--- src/rtl/pipeline_hazard_ctrl_pkg.sv ---
// Shared widths, FSM state encoding and helpers for the pipeline hazard controller.
package pipeline_hazard_ctrl_pkg;

    localparam int WORD_SIZE           = 16;
    localparam int MEM_TIMEOUT_DEFAULT = 64;
    localparam int REG_ADDR_W          = 2;

    typedef enum logic {
        HZ_RUN      = 1'b0,
        HZ_MEM_WAIT = 1'b1
    } hz_state_t;

    // Counter increment that sticks at all-ones instead of wrapping.
    function automatic logic [WORD_SIZE-1:0] sat_inc(input logic [WORD_SIZE-1:0] v);
        return (&v) ? v : v + 1'b1;
    endfunction

endpackage

--- src/rtl/pipeline_hazard_ctrl_if.sv ---
// Stage-status inputs and stage-control outputs exchanged between pipeline and hazard controller.
interface pipeline_hazard_ctrl_if;
    import pipeline_hazard_ctrl_pkg::*;

    logic [REG_ADDR_W-1:0] id_rs;
    logic [REG_ADDR_W-1:0] id_rt;
    logic                  id_use_rs;
    logic                  id_use_rt;
    logic [REG_ADDR_W-1:0] ex_rd;
    logic                  ex_MemRead;
    logic                  mem_B_OP;
    logic                  mem_B_cond;
    logic                  dmem_req;
    logic                  dmem_ready;

    logic                  pc_write;
    logic                  pc_src_branch;
    logic                  if_id_write;
    logic                  if_id_flush;
    logic                  id_ex_write;
    logic                  id_ex_flush;
    logic                  ex_mem_write;
    logic                  ex_mem_flush;
    logic [WORD_SIZE-1:0]  stall_cnt;
    logic [WORD_SIZE-1:0]  flush_cnt;
    logic                  mem_timeout;

    // master: the pipeline datapath; slave: the hazard controller.
    modport master (
        output id_rs, id_rt, id_use_rs, id_use_rt, ex_rd, ex_MemRead,
               mem_B_OP, mem_B_cond, dmem_req, dmem_ready,
        input  pc_write, pc_src_branch, if_id_write, if_id_flush,
               id_ex_write, id_ex_flush, ex_mem_write, ex_mem_flush,
               stall_cnt, flush_cnt, mem_timeout
    );

    modport slave (
        input  id_rs, id_rt, id_use_rs, id_use_rt, ex_rd, ex_MemRead,
               mem_B_OP, mem_B_cond, dmem_req, dmem_ready,
        output pc_write, pc_src_branch, if_id_write, if_id_flush,
               id_ex_write, id_ex_flush, ex_mem_write, ex_mem_flush,
               stall_cnt, flush_cnt, mem_timeout
    );

endinterface

--- src/rtl/pipeline_hazard_ctrl_load_use_detect.sv ---
// Combinational load-use compare: an EX load whose destination feeds an ID source.
module load_use_detect
    import pipeline_hazard_ctrl_pkg::*;
(
    input  logic                  ex_mem_read,
    input  logic [REG_ADDR_W-1:0] ex_rd,
    input  logic [REG_ADDR_W-1:0] id_rs,
    input  logic [REG_ADDR_W-1:0] id_rt,
    input  logic                  id_use_rs,
    input  logic                  id_use_rt,
    output logic                  hazard
);

    logic [REG_ADDR_W-1:0] src_reg [2];
    logic [1:0]            src_used;
    logic [1:0]            src_match;

    assign src_reg[0]  = id_rs;
    assign src_reg[1]  = id_rt;
    assign src_used    = {id_use_rt, id_use_rs};

    generate
        for (genvar gi = 0; gi < 2; gi++) begin : g_src
            assign src_match[gi] = src_used[gi] && (src_reg[gi] == ex_rd);
        end
    endgenerate

    assign hazard = ex_mem_read && (|src_match);

endmodule

--- src/rtl/pipeline_hazard_ctrl.sv ---
// Stall/flush sequencer: memory-freeze FSM with watchdog, priority control mux and perf counters.
module pipeline_hazard_ctrl
    import pipeline_hazard_ctrl_pkg::*;
#(
    parameter int MEM_TIMEOUT = MEM_TIMEOUT_DEFAULT
) (
    input  logic                   clk,
    input  logic                   reset,
    pipeline_hazard_ctrl_if.slave  hz
);

    localparam int                WAIT_W      = $clog2(MEM_TIMEOUT + 1);
    localparam logic [WAIT_W-1:0] TIMEOUT_VAL = WAIT_W'(MEM_TIMEOUT);

    hz_state_t            state_reg, state_next;
    logic [WAIT_W-1:0]    wait_cnt_reg, wait_cnt_inc;
    logic [WORD_SIZE-1:0] stall_cnt_reg, flush_cnt_reg;
    logic                 mem_timeout_reg;

    logic load_use, freeze, branch_fire;
    logic pc_write, pc_src_branch, if_id_write, if_id_flush;
    logic id_ex_write, id_ex_flush, ex_mem_write, ex_mem_flush;

    load_use_detect u_load_use (
        .ex_mem_read (hz.ex_MemRead),
        .ex_rd       (hz.ex_rd),
        .id_rs       (hz.id_rs),
        .id_rt       (hz.id_rt),
        .id_use_rs   (hz.id_use_rs),
        .id_use_rt   (hz.id_use_rt),
        .hazard      (load_use)
    );

    // A MEM_WAIT cycle that sees dmem_ready behaves exactly like RUN.
    assign freeze = ((state_reg == HZ_RUN) && hz.dmem_req && !hz.dmem_ready) ||
                    ((state_reg == HZ_MEM_WAIT) && !hz.dmem_ready);

    always_comb begin
        state_next    = freeze ? HZ_MEM_WAIT : HZ_RUN;
        branch_fire   = 1'b0;
        pc_write      = 1'b1;
        pc_src_branch = 1'b0;
        if_id_write   = 1'b1;
        if_id_flush   = 1'b0;
        id_ex_write   = 1'b1;
        id_ex_flush   = 1'b0;
        ex_mem_write  = 1'b1;
        ex_mem_flush  = 1'b0;
        if (reset) begin
            state_next   = HZ_RUN;
            pc_write     = 1'b0;
            if_id_write  = 1'b0;
            id_ex_write  = 1'b0;
            ex_mem_write = 1'b0;
            if_id_flush  = 1'b1;
            id_ex_flush  = 1'b1;
            ex_mem_flush = 1'b1;
        end else if (freeze) begin
            pc_write     = 1'b0;
            if_id_write  = 1'b0;
            id_ex_write  = 1'b0;
            ex_mem_write = 1'b0;
        end else if (hz.mem_B_OP && hz.mem_B_cond) begin
            branch_fire   = 1'b1;
            pc_src_branch = 1'b1;
            if_id_flush   = 1'b1;
            id_ex_flush   = 1'b1;
            ex_mem_flush  = 1'b1;
        end else if (load_use) begin
            pc_write    = 1'b0;
            if_id_write = 1'b0;
            id_ex_flush = 1'b1;
        end
    end

    assign wait_cnt_inc = (wait_cnt_reg == TIMEOUT_VAL) ? wait_cnt_reg : wait_cnt_reg + 1'b1;

    always_ff @(posedge clk) begin
        if (reset) begin
            state_reg       <= HZ_RUN;
            wait_cnt_reg    <= '0;
            stall_cnt_reg   <= '0;
            flush_cnt_reg   <= '0;
            mem_timeout_reg <= 1'b0;
        end else begin
            state_reg <= state_next;
            if (state_reg == HZ_MEM_WAIT && !hz.dmem_ready) begin
                wait_cnt_reg <= wait_cnt_inc;
                if (wait_cnt_inc == TIMEOUT_VAL)
                    mem_timeout_reg <= 1'b1;
            end else begin
                wait_cnt_reg <= '0;
            end
            if (!pc_write)
                stall_cnt_reg <= sat_inc(stall_cnt_reg);
            if (branch_fire)
                flush_cnt_reg <= sat_inc(flush_cnt_reg);
        end
    end

    assign hz.pc_write      = pc_write;
    assign hz.pc_src_branch = pc_src_branch;
    assign hz.if_id_write   = if_id_write;
    assign hz.if_id_flush   = if_id_flush;
    assign hz.id_ex_write   = id_ex_write;
    assign hz.id_ex_flush   = id_ex_flush;
    assign hz.ex_mem_write  = ex_mem_write;
    assign hz.ex_mem_flush  = ex_mem_flush;
    assign hz.stall_cnt     = stall_cnt_reg;
    assign hz.flush_cnt     = flush_cnt_reg;
    assign hz.mem_timeout   = mem_timeout_reg;

endmodule

--- src/flat_wrapper.sv ---
// flat-port wrapper written by rule: the top's interface ports become plain ports
module pipeline_hazard_ctrl_flat import pipeline_hazard_ctrl_pkg::*;
#(
    parameter int MEM_TIMEOUT = MEM_TIMEOUT_DEFAULT
)
  (clk, reset, hz_id_rs, hz_id_rt, hz_id_use_rs, hz_id_use_rt, hz_ex_rd, hz_ex_MemRead, hz_mem_B_OP, hz_mem_B_cond, hz_dmem_req, hz_dmem_ready, hz_pc_write, hz_pc_src_branch, hz_if_id_write, hz_if_id_flush, hz_id_ex_write, hz_id_ex_flush, hz_ex_mem_write, hz_ex_mem_flush, hz_stall_cnt, hz_flush_cnt, hz_mem_timeout);
  pipeline_hazard_ctrl_if hz_i ();
  input  logic clk;
  input  logic reset;
  input wire logic [$bits(hz_i.id_rs)-1:0] hz_id_rs;
  input wire logic [$bits(hz_i.id_rt)-1:0] hz_id_rt;
  input wire logic [$bits(hz_i.id_use_rs)-1:0] hz_id_use_rs;
  input wire logic [$bits(hz_i.id_use_rt)-1:0] hz_id_use_rt;
  input wire logic [$bits(hz_i.ex_rd)-1:0] hz_ex_rd;
  input wire logic [$bits(hz_i.ex_MemRead)-1:0] hz_ex_MemRead;
  input wire logic [$bits(hz_i.mem_B_OP)-1:0] hz_mem_B_OP;
  input wire logic [$bits(hz_i.mem_B_cond)-1:0] hz_mem_B_cond;
  input wire logic [$bits(hz_i.dmem_req)-1:0] hz_dmem_req;
  input wire logic [$bits(hz_i.dmem_ready)-1:0] hz_dmem_ready;
  output wire logic [$bits(hz_i.pc_write)-1:0] hz_pc_write;
  output wire logic [$bits(hz_i.pc_src_branch)-1:0] hz_pc_src_branch;
  output wire logic [$bits(hz_i.if_id_write)-1:0] hz_if_id_write;
  output wire logic [$bits(hz_i.if_id_flush)-1:0] hz_if_id_flush;
  output wire logic [$bits(hz_i.id_ex_write)-1:0] hz_id_ex_write;
  output wire logic [$bits(hz_i.id_ex_flush)-1:0] hz_id_ex_flush;
  output wire logic [$bits(hz_i.ex_mem_write)-1:0] hz_ex_mem_write;
  output wire logic [$bits(hz_i.ex_mem_flush)-1:0] hz_ex_mem_flush;
  output wire logic [$bits(hz_i.stall_cnt)-1:0] hz_stall_cnt;
  output wire logic [$bits(hz_i.flush_cnt)-1:0] hz_flush_cnt;
  output wire logic [$bits(hz_i.mem_timeout)-1:0] hz_mem_timeout;
  assign hz_i.id_rs = hz_id_rs;
  assign hz_i.id_rt = hz_id_rt;
  assign hz_i.id_use_rs = hz_id_use_rs;
  assign hz_i.id_use_rt = hz_id_use_rt;
  assign hz_i.ex_rd = hz_ex_rd;
  assign hz_i.ex_MemRead = hz_ex_MemRead;
  assign hz_i.mem_B_OP = hz_mem_B_OP;
  assign hz_i.mem_B_cond = hz_mem_B_cond;
  assign hz_i.dmem_req = hz_dmem_req;
  assign hz_i.dmem_ready = hz_dmem_ready;
  assign hz_pc_write = hz_i.pc_write;
  assign hz_pc_src_branch = hz_i.pc_src_branch;
  assign hz_if_id_write = hz_i.if_id_write;
  assign hz_if_id_flush = hz_i.if_id_flush;
  assign hz_id_ex_write = hz_i.id_ex_write;
  assign hz_id_ex_flush = hz_i.id_ex_flush;
  assign hz_ex_mem_write = hz_i.ex_mem_write;
  assign hz_ex_mem_flush = hz_i.ex_mem_flush;
  assign hz_stall_cnt = hz_i.stall_cnt;
  assign hz_flush_cnt = hz_i.flush_cnt;
  assign hz_mem_timeout = hz_i.mem_timeout;
  pipeline_hazard_ctrl #(.MEM_TIMEOUT(MEM_TIMEOUT)) u_core (.clk(clk), .reset(reset), .hz(hz_i));
endmodule
--- config.mk ---
export PLATFORM = sky130hd
export DESIGN_NAME = pipeline_hazard_ctrl_flat
export DESIGN_NICKNAME = d
export VERILOG_FILES = /design/src/rtl/pipeline_hazard_ctrl_pkg.sv /design/src/rtl/pipeline_hazard_ctrl_if.sv /design/src/rtl/pipeline_hazard_ctrl_load_use_detect.sv /design/src/rtl/pipeline_hazard_ctrl.sv /design/src/flat_wrapper.sv
export SDC_FILE = /design/constraint.sdc
export NUM_CORES = 1
export LEC_CHECK = 0
export ABC_AREA = 0
export CAP_MARGIN = 20
export CORE_MARGIN = 4
export CORE_UTILIZATION = 45
export DETAILED_ROUTE_END_ITERATION = 6
export PLACE_DENSITY_LB_ADDON = 0.2
export SYNTH_ARGS = -nofsm -noshare
export SYNTH_HDL_FRONTEND = slang
export SYNTH_SLANG_ARGS = --single-unit
--- constraint.sdc ---
create_clock -name clk -period 2.9 [get_ports clk]
set_input_delay 0.87 -clock clk [delete_from_list [all_inputs] [get_ports clk]]
set_output_delay 0.87 -clock clk [all_outputs]
set_load 0.02 [all_outputs]
==> Yosys cells after proc, flatten, opt, wreduce, memory -nomap -nowiden <==
Cells that the tools add are included.
{ "word_totals": {"ff_bits": 41, "input_bits": 15, "output_inout_bits": 41, "wordCells": 49} }
{ "op_classes": {"n_addsub": 3, "n_eq_ne": 4, "mux": 16, "bitwise": 5, "reduce_logical": 16} }
{ "op_table": {"columns": ["operator", "n"], "rows": [
  ["$add A16 B1 Y16 const B", 2],
  ["$reduce_and A16 Y1", 2],
  ["$mux W1", 15],
  ["$eq A7 B7 Y1 const B", 2],
  ["$add A7 B1 Y7 const B", 1],
  ["$logic_and A1 B1 Y1", 7],
  ["$mux W7", 1],
  ["$reduce_and A2 Y1", 3],
  ["$not A1 Y1", 5],
  ["$eq A2 B2 Y1", 2],
  ["$reduce_or A2 Y1", 2],
  ["$logic_not A1 Y1", 1],
  ["$logic_or A1 B1 Y1", 1]
]} }

==> Longest topological paths before layout <==
Gate-level depths: netlist of the first run.
{ "logic_depth": {"word_depth": 10, "mapped_depth": 8, "ltp_nobuf": 7} }

==> Hierarchy <==
Synthesis of the first run repeated with hierarchy kept, for this count alone.
{ "hier_totals": {"hier_cells": 252, "area_unflattened_um2": 2148.3} }
{ "by_module_without_submodules": {"columns": ["module", "n_inst", "cells_each", "area_each_um2", "seq_area_each_um2"], "rows": [
  ["pipeline_hazard_ctrl", 1, 243, 2089.5, 820.8],
  ["load_use_detect", 1, 9, 58.8, 0.0]
]} }

==> Worst setup path before layout of the first run <==
OpenSTA, ideal clock, no wires.
{ "synth_timing": {"kind": "input -> output", "from": "input hz_dmem_req", "to": "output hz_pc_write", "arrival_time_ns": 2.229, "t_required_ns": 2.030, "setup_slack_ns": -0.199, "stages": 7, "path_buffers": 4, "cell_sequence": "o21ba_2 -> nor2_1 -> and3_1 -> buf_2 -> buf_6 -> buf_6 -> buf_4"} }
{ "synth_via": {"elab_chain_cells": 5} }
{ "synth_rtl": {"columns": ["element", "line_no", "text"], "rows": [
  ["start: declaration", "flat_wrapper.sv:18", "input wire logic [$bits(hz_i.dmem_req)-1:0] hz_dmem_req;"],
  ["$logic_and A1 B1 Y1 (2 in a row)", "pipeline_hazard_ctrl.sv:35", "assign freeze = ((state_reg == HZ_RUN) && hz.dmem_req && !hz.dmem_ready) ||"],
  ["$logic_or A1 B1 Y1", "pipeline_hazard_ctrl.sv:35", null],
  ["$mux W1 (2 in a row)", null, null],
  ["end: declaration", "flat_wrapper.sv:20", "output wire logic [$bits(hz_i.pc_write)-1:0] hz_pc_write;"]
]} }
No other way between the ends.

==> Worst setup path in the final report of the first run <==
{ "layout_timing": {"from": "input hz_id_rs[1]", "to": "output hz_pc_write"} }
{ "layout_via": {"elab_chain_cells": 8} }
{ "layout_rtl": {"columns": ["element", "line_no", "text"], "rows": [
  ["start: declaration", "flat_wrapper.sv:10", "input wire logic [$bits(hz_i.id_rs)-1:0] hz_id_rs;"],
  ["$eq A2 B2 Y1", "pipeline_hazard_ctrl_load_use_detect.sv:24", "assign src_match[gi] = src_used[gi] && (src_reg[gi] == ex_rd);"],
  ["$logic_and A1 B1 Y1", "pipeline_hazard_ctrl_load_use_detect.sv:24", null],
  ["$reduce_or A2 Y1", "pipeline_hazard_ctrl_load_use_detect.sv:28", "assign hazard = ex_mem_read && (|src_match);"],
  ["$logic_and A1 B1 Y1", "pipeline_hazard_ctrl_load_use_detect.sv:28", null],
  ["$mux W1", "pipeline_hazard_ctrl.sv:69", "end else if (load_use) begin"],
  ["$mux W1", "pipeline_hazard_ctrl.sv:63", "end else if (hz.mem_B_OP && hz.mem_B_cond) begin"],
  ["$mux W1", "pipeline_hazard_ctrl.sv:58", "end else if (freeze) begin"],
  ["$mux W1", "pipeline_hazard_ctrl.sv:49", "if (reset) begin"]
]} }
No other way between the ends.

==> results of run 1 <==
==> logic make-up (layout without fill, tap and decap cells) <==
| group | Yosys count | count (layout) | synth area share |
|---|---|---|---|
| xor gates and xnor gates | 23 | 23 | 0.08900 |
| muxes | 7 | 7 | 0.03261 |
| and+or+nand+nor | 118 | 118 | 0.2991 |
| buffers and inverters | 19 | 79 | 0.05030 |
| adders and majority gates | 4 | 4 | 0.02211 |
| AOI/OAI and AO/OA | 42 | 42 | 0.1443 |
| DFF | 41 | 41 | 0.3626 |
==> layout by cell type (no fill, tap or decap), types with 3 or more instances in the layout <==
cell type	n
a21oi_1	7
and3_1	6
and4_1	3
buf_4	14
clkbuf_8	6
clkdlybuf4s50_1	37
dfxtp_1	41
dlymetal6s2s_1	8
ha_1	4
inv_1	5
mux2i_1	4
nand2_1	20
nand3_1	16
nand4_1	6
nor2_1	26
nor2b_1	5
nor4_2	5
nor4b_1	3
o311ai_1	3
o31ai_1	5
o41ai_1	4
or2_2	5
or4_1	6
xnor2_1	11
xor2_1	10
==> layout make-up <==
type | instances | share of cell area
clock buffer | 6 | 0.02704
timing repair buffer | 66 | 0.2044
clock inverter | 2 | 0.01229
tap | 67 | 0.02745
inverter | 5 | 0.006145
multi-input combinational | 194 | 0.4539
sequential | 41 | 0.2687
==> path summary, 6_finish.rpt <==
kind / start / end / slack (ps) / cells after the start
min: u_core.hz.mem_timeout / u_core.hz.mem_timeout / 480 / 1
min reg2reg: u_core.hz.mem_timeout / u_core.hz.mem_timeout / 480 / 1
max: hz_id_rs[1] / hz_pc_write / 20 / 5
max reg2reg: u_core.hz.stall_cnt[0] / u_core.hz.stall_cnt[8] / 750 / 6
==> stage by stage <==
stage / power [mW] / instance area, um^2
after floorplan: 0.6655 / 2271
after global placement: 0.7255 / 2893
after detailed placement: 0.7267 / 2893
after CTS: 1.208 / 3017
after global routing: 1.249 / 3054
final: 1.196 / 3054
==> synthesized netlist by cell type, types with 2 or more instances <==
| cell type | instances | area share |
|---|---|---|
| dfxtp_1 | 41 | 0.36 |
| nor2_1 | 27 | 0.045 |
| nand2_1 | 20 | 0.033 |
| nand3_1 | 16 | 0.035 |
| xnor2_1 | 13 | 0.050 |
| xor2_1 | 10 | 0.039 |
| a21oi_1 | 7 | 0.015 |
| and3_1 | 7 | 0.019 |
| clkbuf_1 | 6 | 0.0099 |
| nand4_1 | 6 | 0.017 |
| or4_1 | 6 | 0.020 |
| inv_1 | 5 | 0.0083 |
| nor2b_1 | 5 | 0.014 |
| nor4_2 | 5 | 0.028 |
| o31ai_1 | 5 | 0.017 |
| or2_2 | 5 | 0.014 |
| buf_6 | 4 | 0.020 |
| ha_1 | 4 | 0.022 |
| mux2i_1 | 4 | 0.018 |
| o21ai_0 | 4 | 0.0088 |
| o41ai_1 | 4 | 0.015 |
| and4_1 | 3 | 0.012 |
| buf_4 | 3 | 0.0099 |
| nor4b_1 | 3 | 0.012 |
| o311ai_1 | 3 | 0.012 |
| a211oi_2 | 2 | 0.011 |
| and2_1 | 2 | 0.0055 |
| mux2_2 | 2 | 0.0099 |
| nand3b_1 | 2 | 0.0066 |
| nor3_1 | 2 | 0.0044 |
| nor4_1 | 2 | 0.0055 |
| o211ai_1 | 2 | 0.0066 |
| o21bai_1 | 2 | 0.0066 |
| or4_4 | 2 | 0.0099 |
==> where the power goes <==
part           internal, mW  switching [mW]  leakage [nW]
Combinational        0.0656          0.0710         0.738
Clock                 0.280           0.202        0.0574
Sequential            0.569         0.00893         0.331
==> worst register-to-register path, delay by kind of cell, from the launching register on <==
kind | cells | cell delay (ps)
simple gates | 3 | 990
flops | 1 | 430
mux | 1 | 310
buf+inv | 1 | 90
fa+ha+maj | 1 | 240
==> routing by layer <==
layer | vias to the layer above | GRT usage | share of wire
met2 | 51 | 0.2869 | 0.47
li1 | 1050 | - | -
met4 | 0 | 0.05155 | 0.012
met1 | 948 | 0.2105 | 0.46
met5 | - | 0 | 0
met3 | 6 | 0.04989 | 0.056
==> timing repair <==
item	4_1_cts	5_1_grt
resized for setup	38	18
setup endpoints to repair	8	8
pin swaps	2	3
==> impl_metrics.csv, run 1 <==
group,metric,value,unit
status,status,"complete, no violations",
worst_setup_path,worst_path_dominant_cell_family,"buffers and inverters",
global_routing,grt_usage,0.1705,
die,io_pins,56,
cells_and_area,seqCellArea,820.8,um^2
detailed_routing,drtAntennaViolNets,0,
worst_setup_path,slowest_delay,470,ps
die,die_w,78.92,um
worst_setup_path,startpoint_type,"primary input",
global_routing,grt_pass1_wl,8611,um
cells_and_area,area_growth,34.94,%
die,die_h,78.92,um
clocking,clock_latency,290,ps
cells_and_area,multi_input_area,1386,um^2
worst_setup_path,end_kind,"output port",
worst_setup_path,path_class,"primary input to output port",
placed_design,hpwl,3791,um
clocking,htreeDepth,2,
die,die_area,6228,um^2
clocking,cts-root-buf,"clkbuf_8",
sta,hold_viol,0,
clocking,clk_pin_slew,80,ps
placed_design,place_congestion,0.7624,
worst_setup_path,crit_required,2030,ps
logic_synthesis,syn-cell-area,2263,um^2
logic_synthesis,async_flop_share,0,
logic_synthesis,syn_area_per_cell,8.911,um^2
global_routing,antenna_found_initial,0,
worst_setup_path,cp_num_buf_inv,2,
sta,hold_ws,477.5,ps
sta,layout_setup_ws,23.44,ps
logic_synthesis,synth.distinct_cells,54,
sta,rsz0062_at_grt,"yes",
sta,tightest_slew,665.1,ps
detailed_routing,wl_per_cell,13.61,um
power_and_ir_drop,p_per_area,391.7,nW/um^2
detailed_routing,totalWireLength,5184,um
cells_and_area,fillers,411,
logic_synthesis,netlist_instances,254,
placed_design,dp.cells,373,
cells_and_area,antenna_cells,0,
detailed_routing,drt-initial-drc-count,116,
worst_setup_path,path_max_fanout,3,
clocking,cts_buffer_depth,2,
cells_and_area,final_cells,381,
clocking,cts_sinks,41,
cells_and_area,nets,332,
detailed_routing,remaining_drc_errors,0,
sta,period_share,0.9919,
worst_setup_path,slowest_stage,"clkdlybuf4s50_1",
sta,slew_headroom,0.5542,
global_routing,grt_overflow_total,0,
placed_design,numPortBuffers,55,
logic_synthesis,synth_nets,273,
sta,finClkSkew,10.25,ps
die,start_util,0.4729,
cells_and_area,drive_gt1_frac,0.1752,
cells_and_area,final_util,0.6382,
worst_hold_path,hold_path.class,"flop to flop",
clocking,ctsHoldBuffers,0,
clocking,cts_buffers,5,
logic_synthesis,synth-edff-count,0,
sta,setup_viol,0,
power_and_ir_drop,cellLeakagePower,1.126,nW
sta,fmax,0.3476,GHz
worst_setup_path,path_cells,"clkdlybuf4s50_1, xor2_1, nand4b_1, and3_4, buf_4",
logic_synthesis,synth-seq-cells,41,
detailed_routing,drt-pass1-iter-count,4,
logic_synthesis,yosysSeqAreaShare,0.3626,
clocking,cts_tree,"built",
logic_synthesis,synth_ff_type,"dfxtp_1",
die,core-area,4786,um^2
sta,min_period,2877,ps
job,cap_violations,0,
placed_design,dp_slack,-558.9,ps
clocking,cts_setup_buffers,0,
sta,setup-tns-final,0,ps
detailed_routing,vias_per_cell,5.394,
logic_synthesis,synth_warnings,0,
die,num_rows,25,
worst_setup_path,worstPathArrival,2010,ps
global_routing,grt_pass1_vias,1917,
sta,drv_slew,0,
power_and_ir_drop,ir_worst_vdd,0.2117,mV
detailed_routing,num_vias,2055,
global_routing,grt_max_degree,35,
No activity file was read; power rests on OpenSTA's default activity.
==> run 2: changes to the inputs <==
--- a/config.mk
+++ b/config.mk
@@ -9,6 +9,7 @@
 export CAP_MARGIN = 20
 export CORE_MARGIN = 4
 export CORE_UTILIZATION = 45
+export CTS_CLUSTER_SIZE = 10
 export DETAILED_ROUTE_END_ITERATION = 6
 export PLACE_DENSITY_LB_ADDON = 0.2
 export SYNTH_ARGS = -nofsm -noshare
==> results of run 2 <==
Final layout, timing and power as in run 1 (identical DEF).
==> run 3: changes to the inputs <==
--- a/config.mk
+++ b/config.mk
@@ -8,7 +8,7 @@
 export ABC_AREA = 0
 export CAP_MARGIN = 20
 export CORE_MARGIN = 4
-export CORE_UTILIZATION = 45
+export CORE_UTILIZATION = 44
 export CTS_CLUSTER_SIZE = 10
 export DETAILED_ROUTE_END_ITERATION = 6
 export PLACE_DENSITY_LB_ADDON = 0.2
==> constraint.sdc (replaced) <==
create_clock -name clk -period 2.4 [get_ports clk]
set_input_delay 0.72 -clock clk [delete_from_list [all_inputs] [get_ports clk]]
set_output_delay 0.72 -clock clk [all_outputs]
set_load 0.02 [all_outputs]
==> impl_metrics.csv, run 3 (same netlist as run 1, synthesis figures left out) <==
group,metric,value,unit
status,status,"complete, no violations",
power_and_ir_drop,p_sw,0.3323,mW
sta,min_period,2369,ps
detailed_routing,totalWireLength,5162,um
power_and_ir_drop,p_int,1.105,mW
power_and_ir_drop,switching_share,0.2312,
power_and_ir_drop,p_per_area,471.4,nW/um^2
worst_setup_path,path_cells,"dlygate4sd2_1, o21ba_4, nor2_4, and3_4, buf_6",
die,num_rows,25,
placed_design,place_congestion,0.7919,
clocking,cts_sinks,41,
die,die_area,6355,um^2
clocking,htreeDepth,2,
global_routing,grt_overflow_total,0,
global_routing,grt_max_degree,35,
worst_setup_path,cp_num_buf_inv,2,
worst_setup_path,worstPathArrival,1650,ps
worst_setup_path,crit_required,1680,ps
sta,period_share,0.9872,
clocking,clk_pin_slew,70,ps
sta,tightest_slew,629.6,ps
cells_and_area,fillers,422,
die,die_h,79.72,um
die,die_w,79.72,um
sta,rsz0062_at_grt,"yes",
sta,slew_headroom,0.5780,
clocking,ctsHoldBuffers,0,
sta,setup-tns-final,0,ps
power_and_ir_drop,seqPwrFrac,0.486,
worst_hold_path,hold_path.class,"flop to flop",
worst_setup_path,startpoint_type,"primary input",
placed_design,dp.cells,375,
global_routing,grt_pass1_vias,1944,
power_and_ir_drop,total_power,1.437,mW
detailed_routing,remaining_drc_errors,0,
detailed_routing,vias_per_cell,5.355,
global_routing,antenna_found_initial,0,
worst_setup_path,path_max_fanout,5,
power_and_ir_drop,ir_worst_vdd,0.2453,mV
global_routing,grt_usage,0.1719,
clocking,cts_tree,"built",
placed_design,numPortBuffers,55,
cells_and_area,mostFrequentLayoutCells,"41 x dfxtp_1, 33 x clkdlybuf4s50_1, 26 x nor2_1, 20 x nand2_1, 16 x nand3_1",
sta,fmax,0.4221,GHz
detailed_routing,wl_per_cell,13.48,um
cells_and_area,layout_commonest_cell,"dfxtp_1",
worst_setup_path,path_class,"primary input to output port",
power_and_ir_drop,pwr-share-comb,0.117,
power_and_ir_drop,cellLeakagePower,1.101,nW
placed_design,hpwl,3834,um
worst_setup_path,end_kind,"output port",
sta,finClkSkew,6.006,ps
detailed_routing,drt-initial-drc-count,98,
cells_and_area,nets,334,
die,core-area,4848,um^2
worst_setup_path,worst_path_dominant_cell_family,"buffers and inverters",
die,start_util,0.4668,
cells_and_area,area_growth,34.72,%
detailed_routing,drtAntennaViolNets,0,
sta,drv_slew,0,
clocking,cts_buffers,5,
worst_setup_path,reg2reg_slack,350,ps
worst_setup_path,slowest_delay,250,ps
power_and_ir_drop,p_clk_frac,0.397,
clocking,clock_latency,290,ps
sta,setup_viol,0,
detailed_routing,drt-pass1-iter-count,4,
job,cap_violations,0,
die,io_pins,56,
clocking,cts-root-buf,"clkbuf_8",
clocking,cts_buffer_depth,2,
worst_setup_path,slowest_stage,"dlygate4sd2_1",
clocking,cts_setup_buffers,0,
cells_and_area,antenna_cells,0,
cells_and_area,final_cells,383,
global_routing,grt_pass1_wl,8728,um
sta,hold_viol,0,
detailed_routing,num_vias,2051,
cells_and_area,drive_gt1_frac,0.1867,
-- run 3: metal layers --
metal,vias up,global-route usage,share of wire
li1,1054,-,-
met1,935,0.2164,0.47
met2,57,0.2821,0.46
met3,5,0.04402,0.059
met4,0,0.06186,0.013
met5,-,0,0
-- run 3: power groups by stage --
stage / sequential, mW / combinational (mW) / clock, mW
final: 0.698 / 0.168 / 0.571
after global routing: 0.700 / 0.184 / 0.620
after CTS: 0.698 / 0.163 / 0.585
after detailed placement: 0.714 / 0.169 / 0
after global placement: 0.714 / 0.167 / 0
after floorplan: 0.719 / 0.0924 / 0
-- run 3: worst register-to-register path, cell delays in order, from the launching register on --
cell,delay (ps)
dfxtp_1,430
ha_1,240
inv_1,90
or4_4,530
nor2_4,230
buf_4,210
nor4_1,50
o21bai_1,160
-- run 3: final timing paths --
| path | start | to | cells past startpoint |
|---|---|---|---|
| worst max-delay path | hz_dmem_req | hz_if_id_write | 5 |
| worst min-delay path | u_core.hz.mem_timeout | u_core.hz.mem_timeout | 1 |
| worst max register to register | u_core.hz.stall_cnt[0] | u_core.hz.stall_cnt[0] | 7 |
| worst min register to register | u_core.hz.mem_timeout | u_core.hz.mem_timeout | 1 |
-- run 3: what timing repair did --
item | 4_1_cts | 5_1_grt
resized for setup | 58 | 11
endpoints found under the setup margin | 19 | 3
pin swaps | 10 | 8
gates cloned | 0 | 0
-- run 3: stage by stage --
step | utilization | hold slack [ps] | worst slack [ps] | area (um^2)
after floorplan | - | 494.3 | -126.1 | 2296
after global placement | 0.6021 | 452.7 | -705.7 | 2919
after detailed placement | 0.6021 | 465.1 | -719.0 | 2919
after CTS | 0.6230 | 482.6 | 7.723 | 3020
after global routing | 0.6289 | 515.1 | -13.91 | 3049
final | 0.6289 | 473.5 | 30.67 | 3049
-- run 3: layout make-up --
type                            instances  area, um^2  area share
Multi-Input combinational cell        194        1398      0.4584
Sequential cell                        41       820.8      0.2692
Timing Repair Buffer                   68       611.8      0.2007
Clock buffer                            7       86.33     0.02831
Tap cell                               67       83.83     0.02749
Clock inverter                          1       30.03    0.009848
Inverter                                5       18.77    0.006155
==> edit 1 (settings of run 2) <==
Set the package constant `MEM_TIMEOUT_DEFAULT` to 128 (it was 64).
--- a/src/rtl/pipeline_hazard_ctrl_pkg.sv
+++ b/src/rtl/pipeline_hazard_ctrl_pkg.sv
@@ -3,5 +3,5 @@
 
     localparam int WORD_SIZE           = 16;
-    localparam int MEM_TIMEOUT_DEFAULT = 64;
+    localparam int MEM_TIMEOUT_DEFAULT = 128;
     localparam int REG_ADDR_W          = 2;
 
Function: no difference found for any inputs over 10 cycles, from zero or initial values and one cycle with reset high; that may be too few to reach the edited logic, so the function may still have changed.
==> edit 1 against run 2 <==
  * Sequential share of layout area increased by 0.71 points
  * Area after synthesis shrank 0.28%
  * Total power shrank 1.3%
  * Cell area is 0.20% lower
  * Cell count is 2.1% higher
  * Die area down 0.24%
  * Clock skew is 4.1 ps lower
  * Worst setup slack improved by 21 ps
  * Sequential cell count increased by 1
  * Routed wire length rose by 1.9%
  * Critical path depth stayed put
  * First-iteration DRC count grew 38%
  * Largest cell class unchanged
==> edit 1: results (changes against run 2) <==
Worst setup path
  – Worst Setup SP: hz_ex_MemRead (was hz_id_rs[1])
  – R2R cell count: 5 (was 6)
  – Critical Path End: hz_if_id_write (was hz_pc_write)
  – R2R Path Start: u_core.hz.stall_cnt[4] (was u_core.hz.stall_cnt[0])
  – Reg2reg end: u_core.hz.stall_cnt[12] (was u_core.hz.stall_cnt[8])
  – Crit path max fanout: 4 (was 3)
  – Reg2Reg Setup Slack: 1010 ps (was 750 ps)

Global routing
  – Met3 Track Usage GR: 3.63% (was 4.99%)
  – Met2 Resource Use GR: 29.5% (was 28.7%)
  – First-pass GRT wire length: 9.30 mm (was 8.61 mm)

Run status
  – Outcome: finished clean (unchanged)

STA
  – Clk_skew: 6.19 ps (was 10.2 ps)
  – Hold slack: 480 ps (was 477 ps)
  – Worst Tran Pin Value: 549 ps (was 665 ps)

Place
  – HPWL Detailed: 3.79 mm (about the same)

Power and ir drop
  – Combinational group share of total power: 10.9% (was 11.4%)
  – Static Leakage: 1.06 nW (was 1.13 nW)
  – Max VDD drop: 0.270 mV (was 0.212 mV)

Synthesis
  – Largest cells by area after synthesis: dfxtp_1 37%, xnor2_1 8.1%, nor2_1 3.8% (was dfxtp_1 36%, xnor2_1 5.0%, nor2_1 4.5%)
  – Synth Area in Compound Gates: 16.6% (was 14.4%)
  – Sequential area share after synthesis: 37.3% (was 36.3%)
  – Proportion of synthesized area in mux cells: 2.27% (was 3.26%)

Drt
  – WL/cell: 13.6 um (about the same)
  – Detailed router's first-iteration violation count: 160 (was 116)

Final layout
  – Ratio of cells with drive above 1 in the final layout: 14.0% (was 17.5%)
-- edit 1: area by class of cell --
class / instances / area [um^2]
Inverter: 6 / 22.5
Tap cell: 67 / 83.8
Multi-Input combinational cell: 199 / 1350
Clock buffer: 6 / 72.6
Sequential cell: 42 / 841
Fill cell: 409 / 1740
Clock inverter: 2 / 37.5
Timing Repair Buffer: 67 / 639
-- edit 1: power groups by stage --
stage / clock network (mW) / logic, mW / registers (mW)
2_1_floorplan: 0 / 0.0638 / 0.606
3_3_place_gp: 0 / 0.126 / 0.602
3_5_place_dp: 0 / 0.128 / 0.603
4_1_cts: 0.475 / 0.125 / 0.589
5_1_grt: 0.499 / 0.140 / 0.591
6_report: 0.463 / 0.129 / 0.589
-- edit 1: what timing repair did --
action / in CTS / in global routing
buffers inserted: 0 / 0
resized for setup: 43 / 11
endpoints found under the setup margin: 8 / 5
pin swaps: 2 / 4
hold endpoints to repair: 0 / 0
==> edit 2 (config.mk and constraints of run 2) <==
Without the edit above. Make the reset (`reset`) asynchronous in one clocked block.
--- a/src/rtl/pipeline_hazard_ctrl.sv
+++ b/src/rtl/pipeline_hazard_ctrl.sv
@@ -76,5 +76,5 @@
     assign wait_cnt_inc = (wait_cnt_reg == TIMEOUT_VAL) ? wait_cnt_reg : wait_cnt_reg + 1'b1;
 
-    always_ff @(posedge clk) begin
+    always_ff @(posedge clk or posedge reset) begin
         if (reset) begin
             state_reg       <= HZ_RUN;
Function: differs if reset is asserted again (counterexample within 4 cycles, from zero or initial values and one cycle with reset high); with reset held inactive, the same outputs for 10 cycles.
==> edit 2 against run 2 <==
  * Via count decreased by 16%
  * Worst setup slack got worse by 7.1 ps
  * Synthesized cell count down 19%
  * Area after synthesis fell by 3.6%
  * Global-route usage down 0.24 points
  * Routed wire length shrank 10%
  * Utilization shrank 0.16 points
  * Cell area shrank 1.6%
  * Cell count is 11% lower
  * Critical path depth is 1 higher
  * Sequential cell count unchanged
  * Critical path type unchanged
  * Critical endpoint is now hz_id_ex_flush
Power is not compared: it rests on default switching activity, and its combinational part moved more than twofold at a synthesized area within 25%.
==> edit 2: results (changes against run 2) <==
Run status
  – Outcome: finished clean (unchanged)

Synthesis
  – Synth Area in XOR/XNOR: 14.1% (was 8.90%)
  – Syn_nets: 225 (was 273)
  – Largest cells by area after synthesis: dfrtp_1 47%, xnor2_1 11%, nand4_1 4.6% (was dfxtp_1 36%, xnor2_1 5.0%, nor2_1 4.5%)
  – Synthesized instance count: 206 (was 254)
  – Sequential area share after synthesis: 47.0% (was 36.3%)
  – Synth warn: 0 (unchanged)
  – Proportion of synthesized area in mux cells: 2.75% (was 3.26%)
  – Unique masters post-synth: 45 (was 54)
  – Ys async rst share: 100% (was 0%)
  – Top post-synthesis cells by count: 41 x dfrtp_1, 28 x xnor2_1, 16 x nand4_1, 14 x nand3_1, 14 x nor2_1 (was 41 x dfxtp_1, 27 x nor2_1, 20 x nand2_1, 16 x nand3_1, 13 x xnor2_1)
  – Synth Area in Compound Gates: 4.48% (was 14.4%)
  – Adder-cell area share of the yosys netlist: 2.29% (was 2.21%)

Worst setup path
  – R2R cell count: 5 (was 6)
  – CP max-delay cell: clkdlybuf4s50_1 (unchanged)
  – Crit path largest cell delay: 470 ps (about the same)
  – Critical path's top delay family: buffers and inverters (unchanged)
  – Critical path arrival: 2010 ps (about the same)
  – Crit path max fanout: 2 (was 3)

Clock network
  – Max Buffers Root-to-Sink: 2 (unchanged)
  – Clock latency on the worst-skew pair: 290 ps (about the same)
  – Reg clk slew, reported paths: 70 ps
  – # H-tree levels: 2 (unchanged)
  – CTS root buffer: clkbuf_8 (unchanged)
  – Post-CTS setup buffer count: 0 (unchanged)
  – Total CTS buffers: 5 (unchanged)

Global routing
  – Initial antenna violation count: 0 (unchanged)
  – First-pass GRT wire length: 8.20 mm (was 8.61 mm)
  – Total GRT Usage: 16.8% (was 17.0%)
  – Largest net degree at the start of global routing: 42 (was 35)
  – Vias in the first global route: 1,750 (was 1,917)

Drt
  – DRT Pass-1 Iters: 4 (unchanged)
  – Detailed router's first-iteration violation count: 116 (unchanged)
  – Routed vias/inst: 5.08 (was 5.39)
  – WL/cell: 13.7 um (was 13.6 um)

Place
  – DP Area: 2870 um^2 (was 2890 um^2)
  – Port bufs: 55 (unchanged)
  – Placer congestion estimate: 0.792 (was 0.762)
  – HPWL Detailed: 3.44 mm (was 3.79 mm)
  – Place WS: -510 ps (was -559 ps)
  – DP Cell Count: 331 (was 373)

Final layout
  – NumNets Final: 290 (was 332)
  – Filler instances: 409 (was 411)
  – Post-route insts no fill: 339 (was 381)
  – N_diodes: 0 (unchanged)
  – Ratio of cells with drive above 1 in the final layout: 18.0% (was 17.5%)

Run
  – Max-cap violations: 0 (unchanged)

STA
  – Worst Tran Pin Value: 507 ps (was 665 ps)
  – Clk_skew: 2.40 ps (was 10.2 ps)

Power and ir drop
  – Seq pwr share: 43.3%
  – Switching power: 554 uW
  – Max VDD drop: 0.461 mV
  – Static Leakage: 1.33 nW
  – Comb group: 520 uW
  – Sw frac: 31.6%

Hold path
  – Hold path depth: 1 (unchanged)
  – Worst min path class: reg -> reg (unchanged)
## edit 2: area by class of cell
class | count | area [um^2] | share of cell area [%]
Multi-Input combinational cell | 152 | 1130 | 37.7
Clock buffer | 7 | 86.3 | 2.87
Sequential cell | 41 | 1030 | 34.1
Timing Repair Buffer | 65 | 621 | 20.6
Inverter | 6 | 26.3 | 0.874
Clock inverter | 1 | 30.0 | 0.999
Tap cell | 67 | 83.8 | 2.79
## edit 2: metrics by stage
step | TNS, ps | hold slack [ps]
4_1_cts | -0.232 | 474
6_report | 0 | 468
2_1_floorplan | -1.96 | 524
5_1_grt | -47.4 | 485
3_3_place_gp | -3390 | 458
3_5_place_dp | -3550 | 457
## edit 2: cell families after synthesis
| family | after synthesis |
|---|---|
| muxes | 5 |
| xor gates and xnor gates | 35 |
| AOI/OAI and AO/OA | 14 |
| buffers and inverters | 13 |
| adders and majority gates | 4 |
| and+or+nand+nor | 94 |
| DFF | 41 |
## edit 2: routing by layer
metal,global-route usage [%],share of wire [%]
met5,0,0
met2,25.0,43
met3,4.76,5.0
met4,4.80,1.4
met1,23.8,50
## edit 2: path summary, 6_finish.rpt
path,startpoint,end,slack (ps)
max in group asynchronous,reset,u_core.wait_cnt_reg[2],1750
setup reg to reg,u_core.hz.stall_cnt[4],u_core.hz.stall_cnt[1],1020
setup / recovery,hz_id_rs[0],hz_id_ex_flush,20
hold / removal,u_core.hz.mem_timeout,u_core.hz.mem_timeout,470
min in group asynchronous,reset,u_core.wait_cnt_reg[3],810
hold reg to reg,u_core.hz.mem_timeout,u_core.hz.mem_timeout,470
## edit 2: timing repair
item / in CTS / in global routing
endpoints found under the setup margin: 8 / 7
resized for setup: 38 / 12
pin swaps: 2 / 4
